--- src/rtl/mem_arb_pkg.sv ---
// Shared types and default widths for the unified memory-port arbiter.
package mem_arb_pkg;

  localparam int unsigned ADDR_W_DEF  = 32;
  localparam int unsigned DATA_W_DEF  = 32;
  localparam int unsigned TIMEOUT_DEF = 255;

  typedef enum logic [1:0] {
    IDLE  = 2'd0,
    ISSUE = 2'd1,
    WAIT  = 2'd2
  } arb_state_t;

  typedef enum logic {
    MID_IFU = 1'b0,
    MID_LSU = 1'b1
  } master_id_t;

endpackage : mem_arb_pkg

--- src/rtl/arb_rr2.sv ---
// Two-way round-robin grant with its own last-grant history.
// gnt[0] = IFU, gnt[1] = LSU; on a tie the master that did not win last time wins.
module arb_rr2
  import mem_arb_pkg::*;
(
  input  logic       sys_clk,
  input  logic       sys_rst,
  input  logic [1:0] req,
  input  logic       accept,
  output logic [1:0] gnt
);

  master_id_t last_grant;

  // Combinational grant: single requester wins, tie goes to the other master
  always_comb begin
    gnt = 2'b00;
    case (req)
      2'b01:   gnt = 2'b01;
      2'b10:   gnt = 2'b10;
      2'b11:   gnt = (last_grant == MID_LSU) ? 2'b01 : 2'b10;
      default: gnt = 2'b00;
    endcase
  end

  // Remember who was granted; reset to IFU so LSU wins the first tie
  always_ff @(posedge sys_clk or posedge sys_rst) begin
    if (sys_rst) begin
      last_grant <= MID_IFU;
    end else if (accept) begin
      last_grant <= gnt[1] ? MID_LSU : MID_IFU;
    end
  end

endmodule : arb_rr2

--- src/rtl/mem_arbiter.sv ---
// Shares the single unified memory port between IFU fetches and LSU accesses,
// one transaction at a time, with a timeout that forces an error response.
module mem_arbiter
  import mem_arb_pkg::*;
#(
  parameter  int unsigned ADDR_W  = ADDR_W_DEF,
  parameter  int unsigned DATA_W  = DATA_W_DEF,
  parameter  int unsigned TIMEOUT = TIMEOUT_DEF,
  localparam int unsigned MASK_W  = DATA_W / 8
) (
  input  logic              sys_clk,
  input  logic              sys_rst,
  // instruction fetch
  input  logic              ifu_req_valid,
  output logic              ifu_req_ready,
  input  logic [ADDR_W-1:0] ifu_addr,
  output logic              ifu_rsp_valid,
  output logic [DATA_W-1:0] ifu_rsp_data,
  output logic              ifu_rsp_err,
  // load/store
  input  logic              lsu_req_valid,
  output logic              lsu_req_ready,
  input  logic [ADDR_W-1:0] lsu_addr,
  input  logic              lsu_wen,
  input  logic [DATA_W-1:0] lsu_wdata,
  input  logic [MASK_W-1:0] lsu_wmask,
  output logic              lsu_rsp_valid,
  output logic [DATA_W-1:0] lsu_rsp_data,
  output logic              lsu_rsp_err,
  // memory back-end
  output logic              mem_req_valid,
  input  logic              mem_req_ready,
  output logic [ADDR_W-1:0] mem_addr,
  output logic              mem_wen,
  output logic [DATA_W-1:0] mem_wdata,
  output logic [MASK_W-1:0] mem_wmask,
  input  logic              mem_rsp_valid,
  input  logic [DATA_W-1:0] mem_rsp_data,
  input  logic              mem_rsp_err,
  // status
  output logic              busy,
  output logic              owner
);

  localparam int unsigned        CNT_W    = $clog2(TIMEOUT + 1);
  localparam logic [CNT_W-1:0]   CNT_LAST = CNT_W'(TIMEOUT - 1);

  arb_state_t        state;
  arb_state_t        state_nxt;
  logic [CNT_W-1:0]  cnt;
  logic [1:0]        arb_req;
  logic [1:0]        gnt;
  logic              grant_c;
  logic              rsp_take_c;
  logic              timeout_c;
  logic              rsp_fire_c;
  logic [DATA_W-1:0] rsp_data_c;
  logic              rsp_err_c;

  // Requests are only visible to the arbiter while idle
  assign arb_req = (state == IDLE) ? {lsu_req_valid, ifu_req_valid} : 2'b00;
  assign grant_c = |gnt;

  arb_rr2 u_rr (
    .sys_clk (sys_clk),
    .sys_rst (sys_rst),
    .req     (arb_req),
    .accept  (grant_c),
    .gnt     (gnt)
  );

  assign ifu_req_ready = gnt[0];
  assign lsu_req_ready = gnt[1];

  // Response payload: real back-end data, or zero data with err on timeout
  assign rsp_fire_c = rsp_take_c | timeout_c;
  assign rsp_data_c = rsp_take_c ? mem_rsp_data : '0;
  assign rsp_err_c  = timeout_c | (rsp_take_c & mem_rsp_err);

  // State register
  always_ff @(posedge sys_clk or posedge sys_rst) begin
    if (sys_rst) begin
      state <= IDLE;
    end else begin
      state <= state_nxt;
    end
  end

  // Next-state and transaction strobes; a real response beats the timeout
  always_comb begin
    state_nxt  = state;
    rsp_take_c = 1'b0;
    timeout_c  = 1'b0;
    unique case (state)
      IDLE: begin
        if (grant_c) state_nxt = ISSUE;
      end
      ISSUE: begin
        if (cnt == CNT_LAST) begin
          timeout_c = 1'b1;
          state_nxt = IDLE;
        end else if (mem_req_ready) begin
          state_nxt = WAIT;
        end
      end
      WAIT: begin
        if (mem_rsp_valid) begin
          rsp_take_c = 1'b1;
          state_nxt  = IDLE;
        end else if (cnt == CNT_LAST) begin
          timeout_c = 1'b1;
          state_nxt = IDLE;
        end
      end
      default: state_nxt = IDLE;
    endcase
  end

  // Latch the granted request; IFU fetches never write
  always_ff @(posedge sys_clk or posedge sys_rst) begin
    if (sys_rst) begin
      owner     <= 1'b0;
      mem_addr  <= '0;
      mem_wen   <= 1'b0;
      mem_wdata <= '0;
      mem_wmask <= '0;
    end else if (grant_c) begin
      owner <= gnt[1];
      if (gnt[1]) begin
        mem_addr  <= lsu_addr;
        mem_wen   <= lsu_wen;
        mem_wdata <= lsu_wdata;
        mem_wmask <= lsu_wmask;
      end else begin
        mem_addr  <= ifu_addr;
        mem_wen   <= 1'b0;
        mem_wdata <= '0;
        mem_wmask <= '0;
      end
    end
  end

  // Registered status derived from the upcoming state
  always_ff @(posedge sys_clk or posedge sys_rst) begin
    if (sys_rst) begin
      mem_req_valid <= 1'b0;
      busy          <= 1'b0;
    end else begin
      mem_req_valid <= (state_nxt == ISSUE);
      busy          <= (state_nxt != IDLE);
    end
  end

  // Timeout counter: cleared at grant, counts every ISSUE/WAIT cycle
  always_ff @(posedge sys_clk or posedge sys_rst) begin
    if (sys_rst) begin
      cnt <= '0;
    end else if (grant_c) begin
      cnt <= '0;
    end else if (state != IDLE) begin
      cnt <= cnt + CNT_W'(1);
    end
  end

  // Per-master response registers: one-cycle valid pulse, data/err held
  always_ff @(posedge sys_clk or posedge sys_rst) begin
    if (sys_rst) begin
      ifu_rsp_valid <= 1'b0;
      ifu_rsp_data  <= '0;
      ifu_rsp_err   <= 1'b0;
      lsu_rsp_valid <= 1'b0;
      lsu_rsp_data  <= '0;
      lsu_rsp_err   <= 1'b0;
    end else begin
      ifu_rsp_valid <= 1'b0;
      lsu_rsp_valid <= 1'b0;
      if (rsp_fire_c) begin
        if (owner) begin
          lsu_rsp_valid <= 1'b1;
          lsu_rsp_data  <= rsp_data_c;
          lsu_rsp_err   <= rsp_err_c;
        end else begin
          ifu_rsp_valid <= 1'b1;
          ifu_rsp_data  <= rsp_data_c;
          ifu_rsp_err   <= rsp_err_c;
        end
      end
    end
  end

endmodule : mem_arbiter

--- config.mk ---
export PLATFORM = sky130hd
export DESIGN_NAME = mem_arbiter
export DESIGN_NICKNAME = d
export VERILOG_FILES = /design/src/rtl/mem_arb_pkg.sv /design/src/rtl/arb_rr2.sv /design/src/rtl/mem_arbiter.sv
export SDC_FILE = /design/constraint.sdc
export NUM_CORES = 1
export LEC_CHECK = 0
export CORE_MARGIN = 2
export CORE_UTILIZATION = 44
export DETAILED_ROUTE_END_ITERATION = 10
export PLACE_DENSITY = 0.85
export SYNTH_ARGS = -nofsm -noshare
export SYNTH_HDL_FRONTEND = slang
export SYNTH_SLANG_ARGS = --single-unit
export TNS_END_PERCENT = 50
--- constraint.sdc ---
create_clock -name sys_clk -period 9.4 [get_ports sys_clk]
set_input_delay 1.88 -clock sys_clk [delete_from_list [all_inputs] [get_ports sys_clk]]
set_output_delay 1.88 -clock sys_clk [all_outputs]
set_load 0.01 [all_outputs]
== After elaboration in Yosys (flattened, before gate mapping) ==
Cells that the tools add are included.

* Register bits: 151

* $add $sub $neg: 1
* Equality and inequality tests: 7
* Multiplexer cells: 26
* Bitwise operators: 4
* Reductions and logical operators: 7

{| class="wikitable"
|+ Operator list
! kind !! count
|-
| 2-to-1 mux 32 bit || 3
|-
| 2-to-1 mux 8 bit || 2
|-
| 2-to-1 mux 2 bit || 7
|-
| case mux 2 bit (3 select lines) || 2
|-
| 2-to-1 mux 1 bit || 10
|-
| adder 8 x 1 -> 8 bit (second input constant) || 1
|-
| == test 8 bit (second input constant) || 1
|-
| == test 2 x 1 -> 1 bit (second input constant) || 3
|-
| == test 2 bit (second input constant) || 3
|-
| nonzero test 2 bit || 3
|-
| 2-to-1 mux 4 bit || 1
|-
| AND reduction 2 bit || 2
|-
| logical NOT 2 bit || 1
|-
| OR 1 bit || 2
|-
| case mux 1 bit (2 select lines) || 1
|-
| OR reduction 2 bit || 1
|-
| bitwise AND 1 bit || 1
|-
| NOT 1 bit || 1
|}

== Depth between registers and ports, before layout ==
Gate-level depths: netlist (run 1).

* Depth after elaboration: 8
* Depth in mapped cells: 9
* Depth with buffers taken out: 6

== Modules after synthesis ==
Synthesis (run 1) repeated with hierarchy kept, for this count alone.

* Cells, all modules: 519
* Area, all modules: 6247.2 um^2

{| class="wikitable"
|+ Modules (own cells, without submodules)
! module !! times used !! cells an instance !! area an instance (um^2) !! seq. area each (um^2)
|-
| mem_arbiter || 1 || 513 || 6180.9 || 3753.6
|-
| arb_rr2 || 1 || 6 || 66.3 || 25.0
|}

== Worst setup path before layout (run 1) ==
No wires, ideal clock.

* Path type: input -> output
* Start: input port ifu_req_valid
* End: output port lsu_req_ready
* Arrival time: 2546 ps
* Required time: 7520 ps
* Setup slack: 4974 ps
* Stages: 5
* Buffers on the path: 2
* Cell sequence: nand2_1 a21oi_1 buf_4 nor2_1 clkbuf_1

* Longest elaborated chain between the ends: 3
* Elaborated cells between the ends (all ways): 5

{| class="wikitable"
|+ Ends and longest elaborated chain
! what !! line !! source
|-
| start, declared || mem_arbiter.sv:14 || <nowiki>input logic ifu_req_valid,</nowiki>
|-
| 2-to-1 mux 2 bit * || mem_arbiter.sv:61 || <nowiki>assign arb_req = (state == IDLE) ? {lsu_req_valid, ifu_req_valid} : 2'b00;</nowiki>
|-
| == test 2 bit or == test 2 x 1 -> 1 bit (tied branches) || arb_rr2.sv:18 || <nowiki>case (req)</nowiki>
|-
| case mux 2 bit (3 select lines) * || arb_rr2.sv:18 ||
|-
| end, declared || mem_arbiter.sv:22 || <nowiki>output logic lsu_req_ready,</nowiki>
|}

Mark *: on every way between the ends. The rest lies on a longest branch, timed or not.

== Final worst setup path (run 1) ==
* Start: input port ifu_req_valid
* End: output port ifu_req_ready

* Longest elaborated chain between the ends: 3
* Elaborated cells between the ends (all ways): 5

{| class="wikitable"
|+ Ends and longest elaborated chain
! what !! line !! source
|-
| 2-to-1 mux 2 bit * || mem_arbiter.sv:61 ||
|-
| == test 2 bit or == test 2 x 1 -> 1 bit (tied branches) || arb_rr2.sv:18 ||
|-
| case mux 2 bit (3 select lines) * || arb_rr2.sv:18 ||
|-
| end, declared || mem_arbiter.sv:15 || <nowiki>output logic ifu_req_ready,</nowiki>
|}

Marks and branches as above.

==> impl_metrics.tcl, run 1 <==
set metrics [dict create \
    track_usage_pct 24.6 \
    dieWidth_um 120 \
    synth_top_area_cell "dfrtp_1" \
    worst_slew_pin_slew_ns 0.982 \
    ys_types 36 \
    fin_hold_ws_ns 0.481 \
    vdd_ir_drop_max_uv 208 \
    clock.fmax_mhz 173 \
    cts.root.buffer_cell "clkbuf_16" \
    vias_per_cell 5.42 \
    r2r-start "state[1]" \
    p_int_mw 2.10 \
    synthArstFlopShare_pct 100 \
    grt-ovfl-total 0 \
    slowest_stage "clkdlybuf4s50_1" \
    setup_violations 0 \
    worstPathArrival_ns 3.90 \
    final_nets 874 \
    cp_slowest_stage_delay_ns 0.66 \
    synth.area.top_cells "dfrtp_1, a22o_1, mux2i_1, a22o_2, o21ai_0" \
    grt_max_degree 103 \
    met2_usage_pct 41.5 \
    drt-initial-drc-count 325 \
    synthCells 453 \
    coreArea_mm2 0.0132 \
    final_area_mm2 0.00944 \
    p_sw_share_pct 33.2 \
    insertion_delay_ns 0.42 \
    crit_chain "clkdlybuf4s50_1 > nand2_1 > a21oi_4 > buf_4 > clkdlybuf4s50_1" \
    cp-start-kind "input port" \
    crit_buf_inv 3 \
    gr-usage-met1_pct 30.5 \
    routed_wl_um 17600 \
    path_max_fanout 35 \
    ys_seq_area_share_pct 63.3 \
    clk_path_buf_depth 2 \
    first_pass_iters 4 \
    grt_first_pass_wirelength_um 27000 \
    worst-r2r-cell-count 8 \
    syn_area_per_cell_um2 13.1 \
    die_h_um 120 \
    gr-usage-met3_pct 6.08 \
    clkSlewWorstSetupHoldPaths_ns 0.05 \
    p_switching_mw 1.04 \
    tns_ns 0 \
    hp-class "register to register" \
    syn_to_final_growth_pct 59.2 \
    cp-endpoint "ifu_req_ready" \
    gp_congestion 0.827 \
    synth_nets 599 \
    pin_count 282 \
    drive_gt1_share_pct 9.73 \
    clkSinkCount 150 \
    finalHoldViolCount 0 \
    layout_setup_ws_ns 3.62 \
    vias 4963 \
    rr_endpoint "mem_wdata[14]" \
    cts_buffers 17 \
    cap_viol_max_count 0 \
    end_kind "primary output" \
    slew_headroom_pct 34.6 \
    die-area_mm2 0.0144 \
    crit_cells 5 \
    ys.flop_type "dfrtp_1" \
    finClkSkew_ns 0.00937 \
    timing.reg2reg.setup_slack_ns 6.99 \
    synth_seq_cells 150 \
    crit_family "buffers and inverters" \
    yosysMostFrequentCell "dfrtp_1" \
    place.port_buffers 281 \
    p_leak_nw 4.09 \
    drv_slew 0 \
    status "finished clean" \
    hold_depth 2 \
    synth_edf_count 0 \
    cts_setup_buffers 0 \
    yosys_warnings 0 \
    dpl_worst_slack_ns 3.63 \
    clkPwrFrac_pct 21.1 \
    rsz0062_at_grt "false" \
    crit_path_start "ifu_req_valid" \
    period_share_pct 61.5 \
    wl_per_cell_um 19.2 \
    placed_area_mm2 0.00886 \
    synth_top_area_share_pct 63.3 \
    dpl.hpwl_um 12700 \
    rows 42 \
    cts_hold_buf 0 \
    grt_pass1_vias 5000 \
    path_class "input port to primary output" \
    n_fill_cell 877 \
    synthTopCellsByCount "dfrtp_1, a22o_1, nand2_1" \
    antenna_cells 0 \
    antenna_found_initial 0 \
    drc_errors 0 \
    seq_power_share_pct 34.8 \
    combPwrFrac_pct 44.1 \
    ctsResizeCount 0 \
    cts_tree "done" \
    start_util_pct 45.0 \
    synth_area_mm2 0.00593 \
    cp.required_ns 7.52 \
    p_per_area_mw_per_mm2 333 \
    ant_nets 0 \
    crit_top_cell "clkdlybuf4s50_1" \
    top_usage_layer "met2" \
    cts.htree.levels 4 \
    post-route-min-period_ns 5.78 \
]
==> final cells by class <==
class,instances,area [µm²],area share (%)
tap,176,220,2.33
timing repair buffer,287,2860,30.3
clock buffer,20,457,4.84
multi-input combinational,265,2000,21.2
sequential,150,3750,39.8
inverter,7,31.3,0.331
clock inverter,11,121,1.29
==> cells in the final DEF (no fill, tap or decap), types with 2 or more instances in the layout <==
cell type,n
clkdlybuf4s50_1,281
dfrtp_1,150
a22o_1,77
nand2_1,38
o21ai_0,34
mux2i_1,32
a22o_2,24
clkbuf_16,17
nor2_1,11
a21oi_1,9
ha_1,6
buf_4,6
inv_1,5
inv_6,4
clkinv_2,4
nor2_2,3
nor2b_1,3
xnor2_1,3
nand2_2,2
xor2_1,2
nand3_1,2
nor3_1,2
o22a_1,2
clkinvlp_4,2
clkbuf_8,2
bufinv_16,2
==> flip-flops by register name, indices dropped and copies added (netlist names) <==
name,cells
lsu_rsp_err,1
ifu_rsp_err,1
mem_req_valid,1
state,2
mem_wmask,4
mem_wdata,32
mem_wen,1
mem_addr,32
busy,1
owner,1
lsu_rsp_data,32
cnt,8
lsu_rsp_valid,1
ifu_rsp_valid,1
ifu_rsp_data,32
==> stage by stage <==
stage	utilization (%)	power, mW	instances
after floorplan	-	1.72	453
after global placement	67.2	2.43	885
after detailed placement	67.2	2.49	885
after CTS	71.6	3.16	916
after global routing	71.6	3.31	916
final	71.6	3.14	916
==> worst min path at each step <==
stage / to / from / slack, ns
3_5_place_dp: mem_addr[6] / mem_addr[6] / 0.47
3_3_place_gp: mem_addr[17] / mem_addr[17] / 0.46
4_1_cts: mem_addr[6] / mem_addr[6] / 0.48
5_1_grt: mem_addr[6] / mem_addr[6] / 0.50
2_1_floorplan: cnt[1] / cnt[1] / 0.50
6_report: mem_addr[6] / mem_addr[6] / 0.48
==> power by group through the flow <==
stage / registers [mW] / logic, mW / clock network (mW)
3_5_place_dp: 1.10 / 1.39 / 0
4_1_cts: 1.09 / 1.40 / 0.672
3_3_place_gp: 1.08 / 1.35 / 0
6_report: 1.09 / 1.39 / 0.662
5_1_grt: 1.12 / 1.48 / 0.705
2_1_floorplan: 1.20 / 0.525 / 0
==> worst min-delay path, delay by kind of cell (launching register included) <==
kind	cells	cell delay [ns]
flops	1	0.34
compound gates	1	0.06
simple gates	1	0.05
==> cells by family after synthesis <==
group / count (synthesis) / share of synthesized area (%)
compound gates: 154 / 20.5
flops: 150 / 63.3
simple gates: 68 / 5.25
buf+inv: 38 / 3.50
mux: 32 / 5.40
fa+ha+maj: 6 / 1.27
xor+xnor: 5 / 0.739
==> routing by layer <==
metal	up-vias	wire, µm
met5	-	0
met1	2451	6790
met3	31	1440
met2	266	8870
li1	2215	-
met4	0	490
No activity file was read; power rests on OpenSTA's default activity.
==> inputs of run 2 (changes only) <==
- CORE_UTILIZATION: 44 -> 37
- PLACE_DENSITY: 0.85 -> 0.77
- clock period: 9.4 -> 4.88 ns (I/O delays scaled with it)
==> impl_metrics.tcl, run 2 (same netlist as run 1, synthesis figures left out) <==
set metrics [dict create \
    cp.required_ns 3.90 \
    vias_per_cell 4.95 \
    place_inst 926 \
    rsz0062_at_grt "false" \
    rows 46 \
    clock.fmax_mhz 252 \
    cts_setup_buffers 0 \
    crit_chain "clkdlybuf4s50_1 > nand2_1 > a21oi_4 > nor2_2 > buf_4 > clkdlybuf4s50_1" \
    slowest_stage "clkdlybuf4s50_1" \
    ctsResizeCount 0 \
    coreArea_mm2 0.0158 \
    insertion_delay_ns 0.42 \
    cp-start-kind "input port" \
    final_common_cell "clkdlybuf4s50_1" \
    first_pass_iters 4 \
    drv_slew 0 \
    dieWidth_um 131 \
    seq_area_mm2 0.00375 \
    routed_wl_um 16800 \
    hp-class "register to register" \
    cts_tree "done" \
    hp-start "mem_addr[26]" \
    instances_no_fill 958 \
    setup_violations 0 \
    multi_input_area_mm2 0.00200 \
    cts_buffers 17 \
    cts_hold_buf 0 \
    clkSinkCount 150 \
    worstPathArrival_ns 2.99 \
    wl_per_cell_um 17.6 \
    grt_max_degree 103 \
    grt-ovfl-total 0 \
    drive_gt1_share_pct 9.70 \
    p_per_area_mw_per_mm2 633 \
    finalHoldViolCount 0 \
    status "finished clean" \
    cts.htree.levels 4 \
    antenna_found_initial 0 \
    grt_first_pass_wirelength_um 25600 \
    worst-r2r-cell-count 7 \
    whs_endpoint "mem_addr[26]" \
    cp_slowest_stage_delay_ns 0.61 \
    clk_path_buf_depth 2 \
    finClkSkew_ns 0.00720 \
    grt_pass1_vias 4872 \
    worst_slew_pin_slew_ns 1.08 \
    cap_viol_max_count 0 \
    final_nets 875 \
    crit_family "buffers and inverters" \
    end_kind "primary output" \
    timing.reg2reg.setup_slack_ns 2.40 \
    path_class "input port to primary output" \
    rr_endpoint "mem_addr[21]" \
    pin_count 282 \
    p_leak_nw 4.09 \
    vias 4745 \
    track_usage_pct 19.4 \
    start_util_pct 37.6 \
    vdd_ir_drop_max_uv 323 \
    n_fill_cell 1240 \
    drt-initial-drc-count 184 \
    cts.root.buffer_cell "clkbuf_16" \
    crit_top_cell "clkdlybuf4s50_1" \
    post-route-min-period_ns 3.96 \
    syn_to_final_growth_pct 60.2 \
    clkSlewWorstSetupHoldPaths_ns 0.06 \
    tns_ns 0 \
    hold_depth 2 \
    die-area_mm2 0.0171 \
    r2r-start "state[1]" \
    antenna_cells 0 \
    dpl.hpwl_um 12000 \
    path_max_fanout 38 \
    gp_congestion 0.747 \
    drc_errors 0 \
    period_share_pct 81.2 \
    crit_buf_inv 3 \
    ant_nets 0 \
    layout_common_cells "clkdlybuf4s50_1, dfrtp_1, a22o_1" \
    slew_headroom_pct 28.2 \
    die_h_um 131 \
    place.port_buffers 281 \
]
## run 2: cell types whose count changed in the layout (fill, tap and decap cells not counted), sizes merged
| cell | before | now |
|---|---|---|
| inv | 10 | 8 |
| buf | 6 | 7 |
| clkbuf | 20 | 22 |
| clkinvlp | 2 | 3 |
## run 2: area by class of cell
type,instances,share of cell area [%]
multi-input combinational,265,21.0
sequential,150,39.5
clock buffer,22,4.89
tap,216,2.84
clock inverter,10,1.26
inverter,7,0.316
timing repair buffer,288,30.2
## run 2: how the worst max path moves through the flow
stage	startpoint	end	slack, ns	cells past startpoint
3_3_place_gp	ifu_req_valid	lsu_req_ready	0.96	6
3_5_place_dp	ifu_req_valid	lsu_req_ready	0.91	6
5_1_grt	ifu_req_valid	lsu_req_ready	0.82	6
2_1_floorplan	sys_rst	busy	2.02	1
4_1_cts	ifu_req_valid	lsu_req_ready	0.91	6
6_report	ifu_req_valid	lsu_req_ready	0.92	6
## run 2: layer usage
layer  vias up  share of wire (%)  track usage [%]
met2       228                 50             32.7
met4         0                1.5             6.82
li1       2215                  -                -
met3        21                9.1             6.31
met1      2281                 40             23.5
met5         -                  0                0
## run 2: worst register-to-register path, cell delays in order, from the launching register on
cell and delay (ns):
dfrtp_1 0.42, inv_1 0.11, ha_1 0.36, nand2_1 0.15, a21oi_4 0.38, buf_4 0.52
mux2i_1 0.28, o21ai_0 0.09
## run 2: report_power, final
group,internal [mW],switching [mW]
clock network,0.783,0.504
registers,1.78,0.313
logic,1.49,1.15
## run 2: stage by stage
step	cell area, µm²	utilization [%]	setup WS, ns	power [mW]	hold slack (ns)
2_1_floorplan	5930	-	2.02	3.31	0.500
3_3_place_gp	8920	56.5	0.957	4.67	0.462
3_5_place_dp	8920	56.5	0.907	4.76	0.472
4_1_cts	9500	60.3	0.906	6.08	0.486
5_1_grt	9500	60.3	0.823	6.37	0.512
6_report	9500	60.3	0.915	6.01	0.480
==> inputs of run 3 (changes only) <==
- clock period: 4.88 -> 3.21 ns (I/O delays scaled with it)
==> impl_metrics.tcl, run 3 (same netlist as run 1, synthesis figures left out) <==
set metrics [dict create \
    vias 4875 \
    drv_slew 0 \
    clkSinkCount 150 \
    combPwrFrac_pct 44.1 \
    clkSlewWorstSetupHoldPaths_ns 0.06 \
    final_area_mm2 0.00952 \
    status "finished clean" \
    gr-usage-met3_pct 6.47 \
    gr-usage-met1_pct 23.6 \
    antenna_found_initial 0 \
    cap_viol_max_count 0 \
    drt-initial-drc-count 272 \
    drc_errors 0 \
    coreArea_mm2 0.0158 \
    tns_ns 0 \
    layout_common_cells "clkdlybuf4s50_1, dfrtp_1, a22o_1" \
    post-route-min-period_ns 3.04 \
    grt-ovfl-total 0 \
    hp-class "register to register" \
    grt_first_pass_wirelength_um 26100 \
    p_int_mw 6.12 \
    cts_buffers 17 \
    wl_per_cell_um 17.9 \
    path_max_fanout 9 \
    start_util_pct 37.6 \
    gp_congestion 0.788 \
    pin_count 282 \
    p_per_area_mw_per_mm2 958 \
    p_switching_mw 3.01 \
    clk_path_buf_depth 2 \
    dpl_worst_slack_ns 0.346 \
    cts_tree "done" \
    final_common_cell "clkdlybuf4s50_1" \
    dpl.hpwl_um 12400 \
    seq_power_share_pct 34.8 \
    cts.root.buffer_cell "clkbuf_16" \
    clock.fmax_mhz 329 \
    final_nets 878 \
    layout_setup_ws_ns 0.166 \
    drive_gt1_share_pct 9.93 \
    vdd_ir_drop_max_uv 460 \
    grt_pass1_vias 5030 \
    met2_usage_pct 33.9 \
    clkPwrFrac_pct 21.0 \
    cp.required_ns 2.57 \
    final_util_pct 60.4 \
    rows 46 \
    cts_setup_buffers 0 \
    setup_violations 0 \
    top_usage_layer "met2" \
    finClkSkew_ns 0.00718 \
    finalHoldViolCount 0 \
    ctsResizeCount 0 \
    cp-start-kind "register" \
    antenna_cells 0 \
    routed_wl_um 17200 \
    end_kind "primary output" \
    cts_hold_buf 0 \
    insertion_delay_ns 0.42 \
    place.port_buffers 281 \
    path_class "register to primary output" \
    first_pass_iters 4 \
    p_sw_share_pct 33.0 \
    worst_slew_pin_slew_ns 0.932 \
    period_share_pct 94.8 \
    dieWidth_um 131 \
    p_leak_nw 4.11 \
    track_usage_pct 20.0 \
    cts.htree.levels 4 \
    placed_area_mm2 0.00895 \
    die-area_mm2 0.0171 \
    fin_hold_ws_ns 0.478 \
    die_h_um 131 \
    grt_max_degree 103 \
    worstPathArrival_ns 2.40 \
    slew_headroom_pct 37.8 \
    vias_per_cell 5.07 \
    ant_nets 0 \
    syn_to_final_growth_pct 60.6 \
    rsz0062_at_grt "false" \
]
==> run 3: cell type report <==
cell class	instances	area, µm²
Clock buffer	21	440
Inverter	7	30.0
Fill cell	1252	6250
Timing Repair Buffer	291	2900
Tap cell	216	270
Multi-Input combinational cell	265	2000
Sequential cell	150	3750
Clock inverter	11	128
==> run 3: critical path, stage by stage, from the launching register on <==
cell	delay, ns
dfrtp_1	0.43
inv_1	0.10
ha_1	0.36
nand2_1	0.15
a21oi_4	0.34
clkdlybuf4s50_1	0.61
==> run 3: stage by stage <==
step	power [mW]	cells
2_1_floorplan	5.04	453
3_3_place_gp	7.12	929
3_5_place_dp	7.25	929
4_1_cts	9.22	961
5_1_grt	9.65	961
6_report	9.12	961
==> run 3: path summary, 6_finish.rpt <==
kind,startpoint,end,slack (ns),depth (start not counted)
hold reg to reg,mem_addr[14],mem_addr[14],0.48,2
max in group asynchronous,sys_rst,mem_addr[17],1.72,3
setup reg to reg,state[0],mem_addr[28],0.79,7
setup / recovery,state[0],ifu_req_ready,0.17,5
hold / removal,mem_addr[14],mem_addr[14],0.48,2
min in group asynchronous,sys_rst,lsu_rsp_data[27],0.61,2
==> run 3: power by group through the flow <==
stage,clock (mW),combinational [mW],sequential (mW)
3_3_place_gp,0,3.95,3.17
6_report,1.92,4.03,3.18
4_1_cts,1.96,4.08,3.18
3_5_place_dp,0,4.06,3.19
5_1_grt,2.03,4.34,3.28
2_1_floorplan,0,1.54,3.50
==> run 3: layer usage <==
layer	wire length, µm	share of wire (%)
met1	6820	40
met3	1460	8.5
met4	380	2.2
met2	8540	50
met5	0	0
